`src/rtl/dmem_load_seq_pkg.sv`:
```
// dmem_load_seq_pkg: shared load funct3 codes, FSM encoding and alignment helper
package dmem_load_seq_pkg;
  localparam logic [2:0] LB  = 3'b000;
  localparam logic [2:0] LH  = 3'b001;
  localparam logic [2:0] LW  = 3'b010;
  localparam logic [2:0] LBU = 3'b100;
  localparam logic [2:0] LHU = 3'b101;
  typedef enum logic [1:0] {
    IDLE = 2'd0,
    RD0  = 2'd1,
    RD1  = 2'd2,
    RSP  = 2'd3
  } state_e;
  // Undefined funct3 codes fall into the word case, so they behave as lw.
  function automatic logic is_misaligned(input logic [2:0] f3, input logic [1:0] off);
    return (f3 == LB || f3 == LBU) ? 1'b0 : (f3 == LH || f3 == LHU) ? (off == 2'b11) : (off != 2'b00);
  endfunction
endpackage

```
`src/rtl/dmem_byte_merge.sv`:
```
// dmem_byte_merge: picks 4 consecutive bytes out of two adjacent big-endian-lane words
module dmem_byte_merge (
  input  logic [31:0] lo_word_i,
  input  logic [31:0] hi_word_i,
  input  logic [1:0]  offset_i,
  output logic [31:0] word_o
);
  logic [63:0] pair;
  assign pair = {lo_word_i, hi_word_i};
  // Lowest byte address sits in the top lane, so a larger offset slides the window down.
  always_comb begin
    word_o = offset_i == 2'd0 ? pair[63:32] :
             offset_i == 2'd1 ? pair[55:24] :
             offset_i == 2'd2 ? pair[47:16] : pair[39:8];
  end
endmodule

```
`src/rtl/dmem_load_seq.sv`:
```
// dmem_load_seq: sequences BRAM reads for loads; define DMEM_LOAD_SPLIT_EN to split misaligned loads into two reads
module dmem_load_seq
  import dmem_load_seq_pkg::*;
#(
  parameter int ADDR_W = 12
) (
  input  logic              clk,
  input  logic              nrst,
  input  logic              req_valid,
  output logic              req_ready,
  input  logic [31:0]       req_addr,
  input  logic [2:0]        req_funct3,
  output logic [ADDR_W-1:0] dm_addr,
  input  logic [31:0]       dm_rdata,
  output logic              rsp_valid,
  input  logic              rsp_ready,
  output logic [31:0]       rsp_data,
  output logic [1:0]        rsp_byte_offset,
  output logic [2:0]        rsp_dm_select,
  output logic              rsp_misaligned
);
  state_e            state_q;
  logic [ADDR_W+1:0] addr_q;
  logic [2:0]        funct3_q;
  logic              mis_q;
  logic [ADDR_W-1:0] dm_addr_q;
  logic [ADDR_W-1:0] dm_addr_d;
  logic              rsp_valid_q;
  logic [31:0]       rsp_data_q;
  logic [1:0]        rsp_off_q;
  logic [2:0]        rsp_sel_q;
  logic              rsp_mis_q;
  logic              accept;
  logic              split_go;
  logic              unused_addr;
  assign req_ready   = nrst && state_q == IDLE;
  assign accept      = req_valid && req_ready;
  assign unused_addr = ^req_addr[31:ADDR_W+2];
`ifdef DMEM_LOAD_SPLIT_EN
  logic [31:0] word0_q;
  logic [31:0] merged;
  assign split_go = state_q == RD0 && mis_q;
  dmem_byte_merge u_merge (
    .lo_word_i (word0_q),
    .hi_word_i (dm_rdata),
    .offset_i  (addr_q[1:0]),
    .word_o    (merged)
  );
`else
  assign split_go = 1'b0;
`endif
  // BRAM address: new request on accept, next word while splitting, otherwise hold.
  always_comb begin
    dm_addr_d = accept ? req_addr[ADDR_W+1:2] : split_go ? addr_q[ADDR_W+1:2] + ADDR_W'(1) : dm_addr_q;
  end
  assign dm_addr         = dm_addr_d;
  assign rsp_valid       = rsp_valid_q;
  assign rsp_data        = rsp_data_q;
  assign rsp_byte_offset = rsp_off_q;
  assign rsp_dm_select   = rsp_sel_q;
  assign rsp_misaligned  = rsp_mis_q;
  // Load FSM with registered response fields held until the writeback handshake.
  always_ff @(posedge clk or negedge nrst) begin
    if (!nrst) begin
      state_q     <= IDLE;
      addr_q      <= '0;
      funct3_q    <= '0;
      mis_q       <= 1'b0;
      dm_addr_q   <= '0;
      rsp_valid_q <= 1'b0;
      rsp_data_q  <= '0;
      rsp_off_q   <= '0;
      rsp_sel_q   <= '0;
      rsp_mis_q   <= 1'b0;
`ifdef DMEM_LOAD_SPLIT_EN
      word0_q     <= '0;
`endif
    end else begin
      dm_addr_q <= dm_addr_d;
      case (state_q)
        IDLE: if (accept) begin
          addr_q   <= req_addr[ADDR_W+1:0];
          funct3_q <= req_funct3;
          mis_q    <= is_misaligned(req_funct3, req_addr[1:0]);
          state_q  <= RD0;
        end
        RD0: if (split_go) begin
`ifdef DMEM_LOAD_SPLIT_EN
          word0_q <= dm_rdata;
`endif
          state_q <= RD1;
        end else begin
          rsp_data_q  <= dm_rdata;
          rsp_off_q   <= addr_q[1:0];
          rsp_sel_q   <= funct3_q;
          rsp_mis_q   <= mis_q;
          rsp_valid_q <= 1'b1;
          state_q     <= RSP;
        end
`ifdef DMEM_LOAD_SPLIT_EN
        RD1: begin
          rsp_data_q  <= merged;
          rsp_off_q   <= 2'b00;
          rsp_sel_q   <= funct3_q;
          rsp_mis_q   <= 1'b0;
          rsp_valid_q <= 1'b1;
          state_q     <= RSP;
        end
`endif
        RSP: if (rsp_ready) begin
          rsp_valid_q <= 1'b0;
          state_q     <= IDLE;
        end
        default: state_q <= IDLE;
      endcase
    end
  end
endmodule

```
`config.mk`:
```
export PLATFORM = sky130hd
export DESIGN_NAME = dmem_load_seq
export DESIGN_NICKNAME = d
export VERILOG_FILES = /design/src/rtl/dmem_load_seq_pkg.sv /design/src/rtl/dmem_byte_merge.sv /design/src/rtl/dmem_load_seq.sv
export SDC_FILE = /design/constraint.sdc
export NUM_CORES = 1
export LEC_CHECK = 0
export BUFFER_PORTS_ARGS = -buffer_cell sky130_fd_sc_hd__buf_2
export CORE_UTILIZATION = 48
export CTS_CLUSTER_SIZE = 12
export DETAILED_ROUTE_END_ITERATION = 10
export PLACE_DENSITY = 0.85
export SETUP_SLACK_MARGIN = 0.5
export SKIP_CTS_REPAIR_TIMING = 1
export SLEW_MARGIN = 20
export SYNTH_ARGS = -nofsm -noshare
export SYNTH_HDL_FRONTEND = slang
export SYNTH_SLANG_ARGS = --single-unit
```
`constraint.sdc`:
```
create_clock -name clk -period 2.95 [get_ports clk]
set_clock_uncertainty 0.15 [all_clocks]
set_input_delay 0.295 -clock clk [delete_from_list [all_inputs] [get_ports clk]]
set_output_delay 0.295 -clock clk [all_outputs]
set_load 0.03 [all_outputs]
```
==> metrics.txt <==
status=complete, no violations; Worst Tran Pin Value=0.716 ns; largest net degree at the start of global routing=61; First-pass DRT Iterations=2; post-DR wirelength/cell=13.9 um; startpoint types=flop; PD cells=1340 mW/mm^2; H-tree depth=3; global-route wire length before repair=6720 um; overall fraction of global-route tracks in use=17.5%; CORE AREA=0.00450 mm^2; max-cap violations=0; Synth cell types=16; CP required=2.51 ns; Residual DRC=0; Initial Util=51.4%; Layout area overhead=30.1%; Critical Path AT=1.89 ns; clk sinks=59; Peak VDD IR=0.780 mV; RSZ-0062 raised after global routing=no; hpwl dp=2910 um; layout cell share with drive strength beyond 1=71.0%; die span in x=71.5 um; final wirelength=4160 um; Die ar.=0.00511 mm^2; number of global-route vias before repair=1,481; Seq/Total Area, Yosys=63.7%; Achievable Freq=0.428 GHz; Die Ht=71.5 um; # port buffers=104; Reg clk slew, reported paths=0.06 ns; standard-cell row count=24; fin crit period=2.34 ns; Crit Path Category=flop to primary output; max_slew headroom=52.2%; Placer Congestion=0.684; vias post-DR=1,460; DRT iter0 DRCs=32; latest clock arrival within the worst-skew pair=0.31 ns; Gate Count Post-Synth=133; CTS tree=done; Mapped Nets=204; net count reported at finish=315; antenna cells=0; initial antenna violation count=0; CP Max Fanout=20; Yosys warning count=0; Leak=1.51 nW; vias per std cell=4.87; antenna-violating nets left=0; Post-Syn Area per Cell=17.4 um^2; CTS root buf=clkbuf_8; Crit. End Element=primary output; final setup violation count=0; Final Hold Vio Count=0; Setup TNS=0 ns; worst hold slack=0.00241 ns; Post-Syn Area=0.00232 mm^2; Bufs on Longest Clock Path=2; Final Cycle Share=79.2%; Max Slew Vio Count=0; I/O pin total=123; TritonCTS Buffers=9; FF+latch count, synth=59; Min-Delay Path Class=primary input to async pin; Remaining Overflow, GRT=0
## cell usage in the layout (no fill, tap or decap)
master	instances
a21o_1	2
clkbuf_1	2
o22ai_1	1
dfrtp_1	59
a21oi_1	2
nor2_4	1
mux2_4	18
mux2_2	37
a22oi_1	1
nor3b_1	1
buf_4	2
inv_1	1
nand2_1	1
clkbuf_8	10
clkinv_2	3
nor2_1	2
and4bb_4	1
buf_2	104
## metrics by stage
step	setup WS (ns)	total power, mW	utilization (%)	cells	instance area [um^2]
after CTS	0.593	4.10	66.9	300	3010
after detailed placement	0.939	3.49	63.3	285	2850
after global routing	0.524	4.29	66.9	300	3010
after global placement	0.952	3.43	63.3	285	2850
final	0.615	4.05	66.9	300	3010
after floorplan	1.24	3.00	-	133	2320
## cells in the mapped netlist
cell | n | area, um^2
dfrtp_1 | 59 | 1480
mux2_2 | 37 | 417
mux2_4 | 18 | 270
buf_6 | 3 | 33.8
a21o_1 | 2 | 15.0
a21oi_1 | 2 | 10.0
buf_4 | 2 | 15.0
nor2_1 | 2 | 7.51
a22oi_1 | 1 | 7.51
and4bb_4 | 1 | 16.3
buf_8 | 1 | 15.0
inv_1 | 1 | 3.75
nand2_1 | 1 | 3.75
nor2_4 | 1 | 11.3
nor3b_1 | 1 | 7.51
o22ai_1 | 1 | 6.26
## critical path: stages (launching register included)
cell,delay [ns]
dfrtp_1,0.42
and4bb_4,0.63
mux2_4,0.35
buf_2,0.18
## layout make-up
class	instances	area [um^2]
Inverter	1	3.75
Sequential cell	59	1480
Multi-Input combinational cell	67	772
Fill cell	322	1490
Tap cell	52	65.1
Timing Repair Buffer	106	536
Clock inverter	3	15.0
Clock buffer	12	145
## kinds of logic after synthesis
family,after synthesis,share of synthesized area [%]
AO/OA/AOI/OAI,6,1.67
buffers and inverters,7,2.92
multiplexers,55,29.7
AND/OR/NAND/NOR,6,2.00
flip-flops,59,63.7
## final timing paths
path / start / endpoint / slack (ns) / cells past startpoint
max in group asynchronous: nrst / dm_addr_q[10] / 2.17 / 2
worst min-delay path: nrst / rsp_data[23] / 0.002 / 2
worst min register to register: rsp_valid / rsp_valid / 0.34 / 1
worst max-delay path: state_q[0] / dm_addr[11] / 0.61 / 3
min in group clk: rsp_ready / state_q[1] / 0.05 / 2
worst max register to register: state_q[0] / rsp_data[14] / 1.08 / 4
## sequential cells by signal, summed over array words and instances, names as in the netlist
name,flops
mis_q,1
rsp_dm_select,3
rsp_data,32
funct3_q,3
rsp_misaligned,1
rsp_byte_offset,2
dm_addr_q,12
state_q,2
addr_q,2
rsp_valid,1
## per-layer routing
metal  global-route usage [%]  up-vias  share of wire [%]
met1                     21.8      685                 43
li1                         -      690                  -
met2                     28.4       76                 47
met4                     9.15        0                1.8
met3                     4.78        9                7.6
met5                        0        -                  0
## report_power, final
part | internal, mW | switching, mW
Sequential | 1.23 | 0.190
Clock | 0.319 | 0.273
Combinational | 0.827 | 1.21
Total | 2.38 | 1.67
Power figures use the tool's default switching activity.
